$ cat src/rtl/sensor_poll_ctrl.sv
// AXI-lite master: writes two sensor config registers once per enable, then periodically
// reads DATA_LEN consecutive data registers into a packed sample with a valid pulse.
module sensor_poll_ctrl #(
   parameter logic [7:0]  CFG_REG0    = 8'hF4,
   parameter logic [7:0]  CFG_VAL0    = 8'h27,
   parameter logic [7:0]  CFG_REG1    = 8'hF5,
   parameter logic [7:0]  CFG_VAL1    = 8'hA0,
   parameter logic [7:0]  DATA_BASE   = 8'hF7,
   parameter int unsigned DATA_LEN    = 8,
   parameter logic [31:0] POLL_PERIOD = 32'd83000000
) (
   input  logic                  clk,
   input  logic                  rst,
   input  logic                  enable,
   input  logic                  err_clr,
   output logic [31:0]           axi_araddr,
   output logic                  axi_arvalid,
   input  logic                  axi_arready,
   input  logic [31:0]           axi_rdata,
   input  logic                  axi_rvalid,
   output logic                  axi_rready,
   output logic [31:0]           axi_awaddr,
   output logic                  axi_awvalid,
   input  logic                  axi_awready,
   output logic [31:0]           axi_wdata,
   output logic                  axi_wvalid,
   input  logic                  axi_wready,
   input  logic                  b_valid,
   output logic                  b_ready,
   input  logic [1:0]            b_response,
   output logic [8*DATA_LEN-1:0] sample_data,
   output logic                  sample_valid,
   output logic [15:0]           sample_count,
   output logic                  err_nack,
   output logic                  err_bresp,
   output logic                  busy
);

   typedef enum logic [2:0] {StIdle, StCfgW, StCfgB, StRdAr, StRdR, StDone, StWait} state_t;

   state_t                state_q, state_d;
   logic                  cfg_idx_q, cfg_idx_d;
   logic [3:0]            rd_idx_q, rd_idx_d;
   logic                  aw_done_q, w_done_q;
   logic                  bad_q;
   logic [31:0]           period_q;
   logic [8*DATA_LEN-1:0] shadow_q;
   logic                  start_poll, aw_hs, w_hs, r_hs, last_rd, good_done, nack_seen;
   logic [7:0]            cfg_reg, cfg_val, rd_reg;
   logic                  unused_rdata;

   assign unused_rdata = ^axi_rdata[31:9];

   assign cfg_reg = cfg_idx_q ? CFG_REG1 : CFG_REG0;
   assign cfg_val = cfg_idx_q ? CFG_VAL1 : CFG_VAL0;
   assign rd_reg  = DATA_BASE + {4'd0, rd_idx_q};

   always_comb begin
      busy        = !((state_q == StIdle) || (state_q == StWait));
      axi_arvalid = (state_q == StRdAr);
      axi_rready  = (state_q == StRdR);
      axi_awvalid = (state_q == StCfgW) && !aw_done_q;
      axi_wvalid  = (state_q == StCfgW) && !w_done_q;
      b_ready     = (state_q == StCfgB);
      axi_araddr  = axi_arvalid ? {22'd0, rd_reg, 2'b00} : 32'd0;
      axi_awaddr  = axi_awvalid ? {22'd0, cfg_reg, 2'b00} : 32'd0;
      axi_wdata   = axi_wvalid ? {24'd0, cfg_val} : 32'd0;
   end

   assign aw_hs     = axi_awvalid && axi_awready;
   assign w_hs      = axi_wvalid && axi_wready;
   assign r_hs      = axi_rready && axi_rvalid;
   assign nack_seen = r_hs && axi_rdata[8];
   assign last_rd   = (rd_idx_q == 4'(DATA_LEN - 1));
   // A sample is only published if the poll ran to completion with enable still high.
   assign good_done = (state_q == StDone) && enable && !bad_q;

   always_comb begin
      state_d    = state_q;
      cfg_idx_d  = cfg_idx_q;
      rd_idx_d   = rd_idx_q;
      start_poll = 1'b0;
      case (state_q)
         StIdle: begin
            if (enable) begin
               state_d   = StCfgW;
               cfg_idx_d = 1'b0;
            end
         end
         StCfgW: begin
            if ((aw_done_q || aw_hs) && (w_done_q || w_hs)) state_d = StCfgB;
         end
         StCfgB: begin
            if (b_valid) begin
               if (!enable) begin
                  state_d = StIdle;
               end else if (!cfg_idx_q) begin
                  cfg_idx_d = 1'b1;
                  state_d   = StCfgW;
               end else begin
                  state_d    = StRdAr;
                  start_poll = 1'b1;
               end
            end
         end
         StRdAr: begin
            if (axi_arready) state_d = StRdR;
         end
         StRdR: begin
            if (axi_rvalid) begin
               if (!enable) begin
                  state_d = StIdle;
               end else if (last_rd) begin
                  state_d = StDone;
               end else begin
                  rd_idx_d = rd_idx_q + 4'd1;
                  state_d  = StRdAr;
               end
            end
         end
         StDone, StWait: begin
            if (!enable) begin
               state_d = StIdle;
            end else if (period_q == 32'd0) begin
               state_d    = StRdAr;
               start_poll = 1'b1;
            end else begin
               state_d = StWait;
            end
         end
         default: state_d = StIdle;
      endcase
      if (start_poll) rd_idx_d = 4'd0;
   end

   always_ff @(posedge clk or posedge rst) begin
      if (rst) begin
         state_q      <= StIdle;
         cfg_idx_q    <= 1'b0;
         rd_idx_q     <= 4'd0;
         aw_done_q    <= 1'b0;
         w_done_q     <= 1'b0;
         bad_q        <= 1'b0;
         period_q     <= 32'd0;
         shadow_q     <= '0;
         sample_data  <= '0;
         sample_valid <= 1'b0;
         sample_count <= 16'd0;
         err_nack     <= 1'b0;
         err_bresp    <= 1'b0;
      end else begin
         state_q   <= state_d;
         cfg_idx_q <= cfg_idx_d;
         rd_idx_q  <= rd_idx_d;
         aw_done_q <= (state_q == StCfgW) && (aw_done_q || aw_hs);
         w_done_q  <= (state_q == StCfgW) && (w_done_q || w_hs);
         if (start_poll) period_q <= POLL_PERIOD - 32'd1;
         else if (period_q != 32'd0) period_q <= period_q - 32'd1;
         if (start_poll) bad_q <= 1'b0;
         else if (nack_seen) bad_q <= 1'b1;
         if (r_hs) shadow_q[{rd_idx_q, 3'b000} +: 8] <= axi_rdata[7:0];
         sample_valid <= good_done;
         if (good_done) begin
            sample_data  <= shadow_q;
            sample_count <= sample_count + 16'd1;
         end
         // A new error in the same cycle as err_clr keeps the flag set.
         err_nack  <= nack_seen || (err_nack && !err_clr);
         err_bresp <= ((state_q == StCfgB) && b_valid && (b_response != 2'b00)) ||
                      (err_bresp && !err_clr);
      end
   end

endmodule
$ cat config.mk
export PLATFORM = sky130hd
export DESIGN_NAME = sensor_poll_ctrl
export DESIGN_NICKNAME = d
export VERILOG_FILES = /design/src/rtl/sensor_poll_ctrl.sv
export SDC_FILE = /design/constraint.sdc
export NUM_CORES = 1
export LEC_CHECK = 0
export BUFFER_PORTS_ARGS = -buffer_cell sky130_fd_sc_hd__buf_2
export CORE_ASPECT_RATIO = 1.25
export CORE_MARGIN = 2
export CORE_UTILIZATION = 53
export DETAILED_ROUTE_END_ITERATION = 8
export PLACE_DENSITY_LB_ADDON = 0.2
export SYNTH_ARGS = -nofsm -noshare
export SYNTH_HDL_FRONTEND = slang
export SYNTH_SLANG_ARGS = --single-unit
$ cat constraint.sdc
create_clock -name clk -period 8.55 [get_ports clk]
set_input_delay 1.71 -clock clk [delete_from_list [all_inputs] [get_ports clk]]
set_output_delay 1.71 -clock clk [all_outputs]
set_load 0.02 [all_outputs]
==> results of run 1 <==
registers in the layout (all words and copies together) (netlist names):
signal / flops
period_q: 32
bad_q: 1
w_done_q: 1
err_bresp: 1
sample_count: 16
shadow_q: 64
sample_valid: 1
rd_idx_q: 4
aw_done_q: 1
state_q: 3
err_nack: 1
sample_data: 64
cfg_idx_q: 1
cell type report:
class / instances / area [µm²] / area share
inverters: 13 / 56.3 / 0.00575
repair buffers: 130 / 658 / 0.0672
clock inverters: 15 / 166 / 0.0170
clock buffers: 17 / 425 / 0.0434
well taps: 216 / 270 / 0.0276
multi-input cells: 564 / 3460 / 0.354
flip-flops and latches: 190 / 4750 / 0.485
layer usage:
metal	global-route usage	share of wire	vias up
met4	0.0738	0.016	0
met5	0	0	-
met2	0.336	0.50	130
met1	0.273	0.44	2969
met3	0.0421	0.036	19
li1	-	-	2894
where the power goes:
| part | total [W] | switching [W] | internal (W) |
|---|---|---|---|
| Sequential | 0.00111 | 0.000115 | 0.000999 |
| Clock | 0.000794 | 0.000377 | 0.000417 |
| Combinational | 0.000642 | 0.000416 | 0.000226 |
| Total | 0.00255 | 0.000909 | 0.00164 |
kinds of logic after synthesis:
logic type | count (synthesis) | share of synthesized area
AO/OA/AOI/OAI | 133 | 0.0886
XOR/XNOR | 26 | 0.0259
adder cells (fa/ha/maj) | 5 | 0.00712
buffers and inverters | 140 | 0.0976
flip-flops | 190 | 0.541
multiplexers | 72 | 0.0935
other | 1 | 0.000427
AND/OR/NAND/NOR | 251 | 0.145
per-stage QoR:
step | instance area [µm²] | hold WS [ps] | util | total power, W | instances
2_1_floorplan | 9070 | 444 | - | 0.00165 | 894
6_report | 9790 | 466 | 0.604 | 0.00255 | 1145
4_1_cts | 9790 | 473 | 0.604 | 0.00257 | 1145
5_1_grt | 9790 | 504 | 0.604 | 0.00269 | 1145
3_5_place_dp | 9200 | 462 | 0.568 | 0.00178 | 1113
3_3_place_gp | 9200 | 456 | 0.568 | 0.00177 | 1113
how the worst max path moves through the flow:
stage / depth (start not counted) / endpoint / from
6_report: 5 / axi_araddr[4] / rd_idx_q[0]$_DFFE_PP0P_
2_1_floorplan: 1 / aw_done_q$_DFF_PP0_ / rst
3_3_place_gp: 7 / sample_count[8]$_DFFE_PP0P_ / enable
4_1_cts: 5 / axi_araddr[4] / rd_idx_q[0]$_DFFE_PP0P_
3_5_place_dp: 7 / sample_count[11]$_DFFE_PP0P_ / enable
5_1_grt: 5 / axi_araddr[4] / rd_idx_q[0]$_DFFE_PP0P_
cell usage after synthesis, types with 13 or more instances:
cell type / count
o21ai_0: 75
dfrtp_1: 190
o31ai_1: 16
nand3_1: 23
mux2_2: 70
a21oi_1: 16
clkbuf_1: 35
or3_1: 18
buf_4: 87
or4_1: 18
nand2_1: 103
xnor2_1: 21
inv_1: 13
nor2_1: 29
==> reports/qor.yml, run 1 <==
sta:
  finalHoldViolCount: 0
  fin_skew_ps: 9.36
  report.final.slew_viol_count: 0
  fin_ws_ps: 4220
  setup_viol: 0
  max_freq_mhz: 231
  relSlewSlack: 0.245
  fin_crit_sh: 0.507
  rsz0062_at_grt: "no"
  tightest_slew_ps: 1130
  fin_crit_ps: 4330
  tns_ps: 0
finish:
  layout_commonest_cell: "dfrtp_1"
  drive_gt1_frac: 0.267
  final_cell_mix: "dfrtp_1 (190), buf_2 (127), nand2_1 (103), conb_1 (77), o21ai_0 (75)"
  diodes: 0
  syn_to_final_growth_pct: 11.5
  final_nets: 964
  fill_cells: 1389
synthesis:
  ys_async_sr_fraction: 1.00
  yosys.area.top_type: "dfrtp_1"
  yosys_warnings: 0
  synth_seq_cells: 190
  ys_seq_area_frac: 0.541
  synthTopCellsByArea: "dfrtp_1 (54%), mux2_2 (9.0%), buf_4 (7.4%), nand2_1 (4.4%), o21ai_0 (4.3%)"
  synthCells: 818
  synth.avg_cell_area_um2: 10.7
  synth_top_area_frac: 0.541
  synth_edf_count: 0
  ys.flop_type: "dfrtp_1"
  yosysUniqueCellTypes: 55
  synth_area_um2: 8780
global_route:
  grt_pass1_wl_um: 28600
  antenna_found_initial: 0
  grt_pass1_vias: 5453
  grt_max_degree: 106
  grt_usage: 0.206
  grt-ovfl-total: 0
clock_tree:
  insertion_delay_ps: 440
  numCtsBuffers: 17
  cts_resized: 0
  tritoncts: "yes"
  cts_hold_buffers: 0
  cts_setup_buffers: 0
  clock_path_buffers: 2
  clock-sinks: 190
  clock_tree.root_cell: "clkbuf_16"
  clk_pin_slew_ps: 70
  cts-htree-levels: 4
die:
  design.core.area_um2: 16200
  num_io_pins: 228
  die_area_um2: 17600
  chipWidth_um: 119
  initial_core_util: 0.542
  rows: 52
  die_h_um: 148
route:
  drc: 0
  wire_per_inst_um: 15.5
  ant_nets: 0
  drtPass1Iterations: 4
  vias_per_cell: 5.25
  vias: 6012
  drtIter0Drc: 350
  drt_wl_total_um: 17700
hold_path:
  hold_path.startpoint: "sample_count[15]$_DFFE_PP0P_"
  worstHoldEndpoint: "sample_count[15]$_DFFE_PP0P_"
  worstHoldPathCells: 1
  hold_path_class: "reg2reg"
setup_path:
  r2r-end: "bad_q$_DFFE_PP0P_"
  regToRegSetupSlack_ps: 5200
  path_buf_inv: 2
  critical_path.top_delay_family: "flip-flops"
  crit_fanout: 17
  critPathLaunchType: "flip-flop"
  cpMaxStageDelayCell: "dfrtp_1"
  cp_cell_sequence: "inv_1, ha_1, xnor2_1, nor2_1, buf_2"
  reg2reg_depth: 7
  critPathKind: "reg2out"
  cp_slowest_stage_delay_ps: 750
  r2r_start: "period_q[0]$_DFFE_PP0P_"
  cp_data_required_time_ps: 6840
  cp.arrival_ps: 2620
  worstSetupEndpointType: "primary output"
pwr:
  p_leak_nw: 4.78
  powerDensity_nw_per_um2: 260
  peakVddDrop_uv: 170
place:
  port_buffers: 127
  place_ws_ps: 4380
  gp_congestion: 0.815
  hpwl_um: 12200
run:
  timing.max_cap.violations: 0
outcome:
  status: "completed"
(Power assumes the default switching activity.)
==> run 2, diff against run 1 <==
--- a/config.mk
+++ b/config.mk
@@ -5,10 +5,11 @@
 export SDC_FILE = /design/constraint.sdc
 export NUM_CORES = 1
 export LEC_CHECK = 0
+export ABC_AREA = 1
 export BUFFER_PORTS_ARGS = -buffer_cell sky130_fd_sc_hd__buf_2
 export CORE_ASPECT_RATIO = 1.25
 export CORE_MARGIN = 2
-export CORE_UTILIZATION = 53
+export CORE_UTILIZATION = 49
 export DETAILED_ROUTE_END_ITERATION = 8
 export PLACE_DENSITY_LB_ADDON = 0.2
 export SYNTH_ARGS = -nofsm -noshare
==> constraint.sdc (replaced) <==
create_clock -name clk -period 3.5 [get_ports clk]
set_input_delay 0.7 -clock clk [delete_from_list [all_inputs] [get_ports clk]]
set_output_delay 0.7 -clock clk [all_outputs]
set_load 0.02 [all_outputs]
==> run 2 against run 1 <==
  * Synthesized cell count grew 42%
  * Sequential power grew to 2.5 times the previous value
  * Hold slack lost 6.7 ps
  * Global-route usage grew 1.4 points
  * Final area grew 6.8%
  * Flip-flop and latch count is the same
  * Critical endpoint unchanged
  * Largest cell class unchanged
==> reports/qor.yml, run 2 <==
outcome:
  status: "completed"
sta:
  setup_viol: 0  # unchanged
  finalHoldViolCount: 0  # unchanged
  fin_crit_sh: 0.765
  max_freq_mhz: 374
  fin_crit_ps: 2680
  relSlewSlack: 0.363  # +0.119
  tns_ps: 0  # unchanged
  report.final.slew_viol_count: 0  # unchanged
  fin_skew_ps: 13.6  # +4.21 ps
  rsz0062_at_grt: "no"
  tightest_slew_ps: 953  # -179 ps
pwr:
  p_leak_nw: 5.75  # +20%
  seqPwrFrac: 0.420  # -0.017
  comb_power_share: 0.282  # +0.030
  p_clk_frac: 0.299  # -0.012
  p_int_w: 0.00411  # +150%
  peakVddDrop_uv: 439  # +160%
  finalPower_w: 0.00664  # +160%
  switching_share: 0.381  # +0.0251
  powerDensity_nw_per_um2: 635  # +140%
  power.net_switching_w: 0.00253  # +180%
hold_path:
  hold_path_class: "in2reg"
synthesis:
  synth_area_um2: 9280  # +5.6%
  yosys_warnings: 0  # unchanged
  ys.flop_type: "dfrtp_1"
  synth_seq_cells: 190  # unchanged
  yosysUniqueCellTypes: 31  # -44%
  yosys.area.top_type: "dfrtp_1"
  ys_async_sr_fraction: 1.00  # unchanged
  synth.avg_cell_area_um2: 7.97  # -26%
  synthTopCellsByArea: "dfrtp_1 (51%), nand2_1 (16%), buf_4 (7.2%), nor2_1 (5.1%), inv_1 (4.2%)"
  ys_seq_area_frac: 0.513  # -0.0288
  synth.cells.most_frequent: "nand2_1 (389), dfrtp_1 (190), nor2_1 (125)"
  synthCells: 1164  # +42%
  synth_most_common_cell: "nand2_1"
  synth_edf_count: 0  # unchanged
  synth_top_area_frac: 0.513  # -0.0288
clock_tree:
  clock-sinks: 190  # unchanged
  clock_tree.root_cell: "clkbuf_16"
  insertion_delay_ps: 440  # about the same
  numCtsBuffers: 17  # unchanged
  cts-htree-levels: 4  # unchanged
  cts_resized: 0  # unchanged
  clock_path_buffers: 2  # unchanged
  cts_hold_buffers: 0  # unchanged
  cts_setup_buffers: 0  # unchanged
  tritoncts: "yes"
  clk_pin_slew_ps: 80  # about the same
global_route:
  grt_max_degree: 41  # -61%
  antenna_found_initial: 1  # +1
  grt_pass1_wl_um: 34800  # +22%
  grt_pass1_vias: 6926  # +27%
  grt_usage: 0.219  # +0.0136
  grt-ovfl-total: 0  # unchanged
setup_path:
  worstSetupEndpointType: "primary output"
  critPathKind: "reg2out"
  cpMaxStageDelayCell: "dfrtp_1"
  crit_fanout: 5  # -12
  cp.arrival_ps: 1980  # -640 ps
  critical_path.top_delay_family: "simple AND/OR/NAND/NOR gates"
  critPathLaunchType: "flip-flop"
  cp_cell_sequence: "inv_1, ha_1, or2_0, nand2_1, inv_2, nor2_1, buf_2"
  cp_data_required_time_ps: 2800  # -4040 ps
  path_buf_inv: 3  # +1
  cp_slowest_stage_delay_ps: 420  # -330 ps
route:
  ant_nets: 0  # unchanged
  vias: 7398  # +23%
  drt_wl_total_um: 21300  # +20%
  vias_per_cell: 4.84  # -7.9%
  drtIter0Drc: 458  # +31%
  wire_per_inst_um: 13.9  # -10%
  drtPass1Iterations: 7  # +3
  drc: 0  # unchanged
finish:
  layout_commonest_cell: "nand2_1"
  final_cell_mix: "nand2_1 (389), dfrtp_1 (190), buf_2 (127), nor2_1 (124), inv_1 (103)"
  multiInputGateArea_um2: 3600  # +4.1%
  finalNonFillerCells: 1529  # +34%
  reg_top3: "sample_data (64), shadow_q (64), period_q (32)"
  fill_cells: 1765  # +27%
  final_nets: 1331  # +38%
  register_area_um2: 4750  # unchanged
  drive_gt1_frac: 0.149  # -0.118
  syn_to_final_growth_pct: 12.8
die:
  num_io_pins: 228  # unchanged
  chipWidth_um: 127  # +6.6%
  initial_core_util: 0.498  # -0.0444
  die_h_um: 158  # +6.7%
  rows: 56  # +7.7%
  die_area_um2: 20100  # +14%
  design.core.area_um2: 18600  # +15%
place:
  port_buffers: 127  # unchanged
  hpwl_um: 15800  # +29%
  place_inst: 1496  # +34%
  gp_congestion: 0.873  # +7.1%
run:
  timing.max_cap.violations: 0  # unchanged
run 2: cell types whose count changed after synthesis, sizes merged, moves of 7 or more:
cell	before	now
or3	18	0
clkbuf	35	15
nand3	23	58
o31ai	16	6
buf	92	100
nor3	9	20
xor2	5	12
mux2	70	0
or4	19	0
xnor2	21	7
nand2	103	397
nor2	29	131
inv	13	110
run 2: power groups by stage:
stage          combinational (W)  sequential, W  clock, W
5_1_grt                  0.00212        0.00283   0.00212
2_1_floorplan            0.00147        0.00281         0
4_1_cts                  0.00188        0.00278   0.00203
3_5_place_dp             0.00187        0.00282         0
3_3_place_gp             0.00184        0.00282         0
6_report                 0.00187        0.00279   0.00198
run 2: area by class of cell:
| type | instances | share of cell area |
|---|---|---|
| Antenna cell | 1 | 0.000239 |
| Clock buffer | 17 | 0.0407 |
| Clock inverter | 15 | 0.0184 |
| Inverter | 110 | 0.0398 |
| Multi-Input combinational cell | 825 | 0.344 |
| Sequential cell | 190 | 0.454 |
| Tap cell | 232 | 0.0277 |
| Timing Repair Buffer | 139 | 0.0742 |
run 2: kinds of logic after synthesis:
family,count (synthesis),synth area share
simple gates,620,0.272
buf+inv,225,0.130
flops,190,0.513
compound gates,104,0.0594
xor+xnor,19,0.0179
fa+ha+maj,5,0.00674
other cells,1,0.000404
run 2: through the flow:
stage / hold slack, ps / setup WS (ps) / instance area, µm² / utilization
floorplan: 449 / 352 / 9560 / -
global placement: 449 / 1110 / 9840 / 0.528
detailed placement: 454 / 1090 / 9840 / 0.528
CTS: 450 / 804 / 10500 / 0.561
global route: 461 / 635 / 10500 / 0.561
finish: 460 / 823 / 10500 / 0.561
run 2: final timing paths:
| kind | start | to | slack (ps) | depth (start not counted) |
|---|---|---|---|---|
| max reg2reg | period_q[8]$_DFFE_PP0P_ | period_q[22]$_DFFE_PP0P_ | 1210 | 9 |
| min | err_clr | err_nack$_DFF_PP0_ | 460 | 2 |
| min reg2reg | sample_data[42]$_DFFE_PP0P_ | sample_data[42]$_DFFE_PP0P_ | 470 | 2 |
| min in group asynchronous | rst | sample_data[4]$_DFFE_PP0P_ | 470 | 2 |
| max | rd_idx_q[1]$_DFFE_PP0P_ | axi_araddr[4] | 820 | 7 |
| max in group asynchronous | rst | sample_valid$_DFF_PP0_ | 2290 | 3 |
run 2: per-layer routing:
metal	part of all wire	global-route usage
met1	0.44	0.283
met2	0.49	0.372
met3	0.038	0.0355
met4	0.029	0.0848
met5	0	0
==> run 3, diff against run 2 <==
--- a/config.mk
+++ b/config.mk
@@ -5,11 +5,11 @@
 export SDC_FILE = /design/constraint.sdc
 export NUM_CORES = 1
 export LEC_CHECK = 0
-export ABC_AREA = 1
+export ABC_AREA = 0
 export BUFFER_PORTS_ARGS = -buffer_cell sky130_fd_sc_hd__buf_2
 export CORE_ASPECT_RATIO = 1.25
 export CORE_MARGIN = 2
-export CORE_UTILIZATION = 49
+export CORE_UTILIZATION = 53
 export DETAILED_ROUTE_END_ITERATION = 8
 export PLACE_DENSITY_LB_ADDON = 0.2
 export SYNTH_ARGS = -nofsm -noshare
==> constraint.sdc (replaced) <==
create_clock -name clk -period 2.7 [get_ports clk]
set_input_delay 0.54 -clock clk [delete_from_list [all_inputs] [get_ports clk]]
set_output_delay 0.54 -clock clk [all_outputs]
set_load 0.02 [all_outputs]
==> run 3 against run 2 <==
  * Non-clock buffer count is 25 higher
  * Via count is 18% lower
  * Wire length is 17% lower
  * Final area is 3.2% lower
  * Final cell count is 23% lower
  * Highest routed layer unchanged
  * Combinational power is 19% higher
  * Clock power is 27% higher
  * Utilization is 6.4 points higher
  * First-iteration DRC count is 21% lower
  * Sequential power is 24% higher
==> reports/qor.yml, run 3 (synthesis results as in run 1) <==
outcome:
  status: "completed"
sta:
  relSlewSlack: 0.663  # +0.300
  max_freq_mhz: 389
  setup_viol: 0  # unchanged
  report.final.slew_viol_count: 0  # unchanged
  tightest_slew_ps: 503  # -449 ps
  tns_ps: 0  # unchanged
  finalHoldViolCount: 0  # unchanged
  fin_skew_ps: 7.21  # -6.37 ps
  rsz0062_at_grt: "no"
  fin_crit_ps: 2570
  fin_crit_sh: 0.951
die:
  rows: 52  # -7.1%
  design.core.area_um2: 16200  # -13%
  chipWidth_um: 119  # -6.2%
  die_h_um: 148  # -6.3%
  initial_core_util: 0.542  # +0.0444
  num_io_pins: 228  # unchanged
  die_area_um2: 17600  # -12%
setup_path:
  cp_common_cell: "or4_4"
  regToRegSetupSlack_ps: 130  # -1080 ps
  cp_data_required_time_ps: 3060  # +260 ps
  cp_slowest_stage_delay_ps: 560  # +140 ps
  cpMaxStageDelayCell: "or4_4"
  critical_path.top_delay_family: "simple AND/OR/NAND/NOR gates"
  r2r_start: "period_q[9]$_DFFE_PP0P_"
  critPathKind: "reg2reg"
  cp_cell_sequence: "or4_4, or3_4, or4_4, or4_1, a21oi_1"
  crit_fanout: 5  # unchanged
  r2r-end: "period_q[30]$_DFFE_PP0P_"
  critPathLaunchType: "flip-flop"
  path_buf_inv: 0  # -3
  reg2reg_depth: 5  # -4
  worstSetupEndpointType: "flip-flop"
  cp.arrival_ps: 2920  # +940 ps
place:
  gp_congestion: 0.856  # -1.9%
  place_inst: 1146  # -23%
  hpwl_um: 12800  # -19%
  post_dp_cell_area_um2: 9500  # -3.5%
  port_buffers: 127  # unchanged
clock_tree:
  tritoncts: "yes"
  clk_pin_slew_ps: 70  # about the same
  insertion_delay_ps: 430  # about the same
  cts-htree-levels: 4  # unchanged
  cts_hold_buffers: 0  # unchanged
  clock-sinks: 190  # unchanged
  numCtsBuffers: 17  # unchanged
  clock_tree.root_cell: "clkbuf_16"
  clock_path_buffers: 2  # unchanged
pwr:
  powerDensity_nw_per_um2: 809  # +27%
  p_leak_nw: 4.98  # -13%
  peakVddDrop_uv: 714  # +62%
finish:
  fin_area_um2: 10100  # -3.2%
  drive_gt1_frac: 0.297  # +0.148
  reg_top3: "sample_data (64), shadow_q (64), period_q (32)"
  finalNonFillerCells: 1179  # -23%
  diodes: 0  # -1
  syn_to_final_growth_pct: 15.3
  final_nets: 998  # -25%
  layout_commonest_cell: "dfrtp_1"
  final_cell_mix: "dfrtp_1 (189), buf_2 (127), nand2_1 (103), conb_1 (77), o21ai_0 (75)"
  fill_cells: 1339  # -24%
global_route:
  grt_max_degree: 73  # +78%
  grt_pass1_wl_um: 29000  # -17%
  grt_usage: 0.208  # -0.0117
  antenna_found_initial: 0  # -1
  grt_pass1_vias: 5566  # -20%
  grt-ovfl-total: 0  # unchanged
route:
  vias_per_cell: 5.15  # +6.3%
  drtIter0Drc: 360  # -21%
  drt_wl_total_um: 17800  # -17%
  ant_nets: 0  # unchanged
  drtPass1Iterations: 4  # -3
  drc: 0  # unchanged
  wire_per_inst_um: 15.1  # +8.1%
  vias: 6066  # -18%
hold_path:
  hold_path_class: "in2async"
run:
  timing.max_cap.violations: 0  # unchanged
-- run 3: cell count changes in the layout (fill, tap and decap cells not counted), sizes merged, moves of 14 or more --
cell,previous run,this run
xnor2,7,21
or3,0,18
nand3,58,23
buf,139,164
nor2,131,29
mux2,0,70
inv,116,20
nand2,397,103
or4,0,19
-- run 3: final cells by class --
cell class / count / area (µm²) / area share
Inverter: 13 / 52.6 / 0.00519
Sequential cell: 190 / 4760 / 0.470
Clock inverter: 15 / 173 / 0.0171
Tap cell: 216 / 270 / 0.0267
Timing Repair Buffer: 164 / 963 / 0.0952
Clock buffer: 17 / 425 / 0.0420
Multi-Input combinational cell: 564 / 3480 / 0.344
-- run 3: through the flow --
step	power [W]	util	setup slack, ps	hold WS [ps]
after floorplan	0.00524	-	-288	444
after global placement	0.00570	0.586	113	455
after detailed placement	0.00574	0.586	78.4	464
after CTS	0.00825	0.623	65.9	118
after global routing	0.00865	0.625	11.1	134
final	0.00819	0.625	132	120
-- run 3: report_power, final --
group          switching [W]  total [W]  internal [W]
Clock                0.00119    0.00251       0.00132
Sequential          0.000283    0.00345       0.00317
Combinational        0.00143    0.00223      0.000799
Total                0.00290    0.00819       0.00529
-- run 3: metal layers --
metal	vias up	GRT usage	part of all wire
met5	-	0	0
met3	17	0.0320	0.032
met4	0	0.0667	0.013
met1	2967	0.278	0.44
li1	2957	-	-
met2	125	0.349	0.52
-- run 3: repair_timing --
| action | CTS | global route |
|---|---|---|
| buffers inserted | 0 | 1 |
| resized for setup | 0 | 5 |
| hold endpoints to repair | 0 | 0 |
| endpoints found under the setup margin | 0 | 17 |
-- run 3: how the worst max path moves through the flow --
stage                     slack (ps)                     from  depth (start not counted)                  endpoint
final                            130  period_q[9]$_DFFE_PP0P_                          5  period_q[30]$_DFFE_PP0P_
after global routing              10  period_q[9]$_DFFE_PP0P_                          5  period_q[30]$_DFFE_PP0P_
after CTS                         70   state_q[0]$_DFFE_PP0P_                          5             axi_awaddr[2]
after detailed placement          80  period_q[9]$_DFFE_PP0P_                          5  period_q[30]$_DFFE_PP0P_
after global placement           110  period_q[9]$_DFFE_PP0P_                          5  period_q[30]$_DFFE_PP0P_
after floorplan                 -290                      rst                          1       aw_done_q$_DFF_PP0_
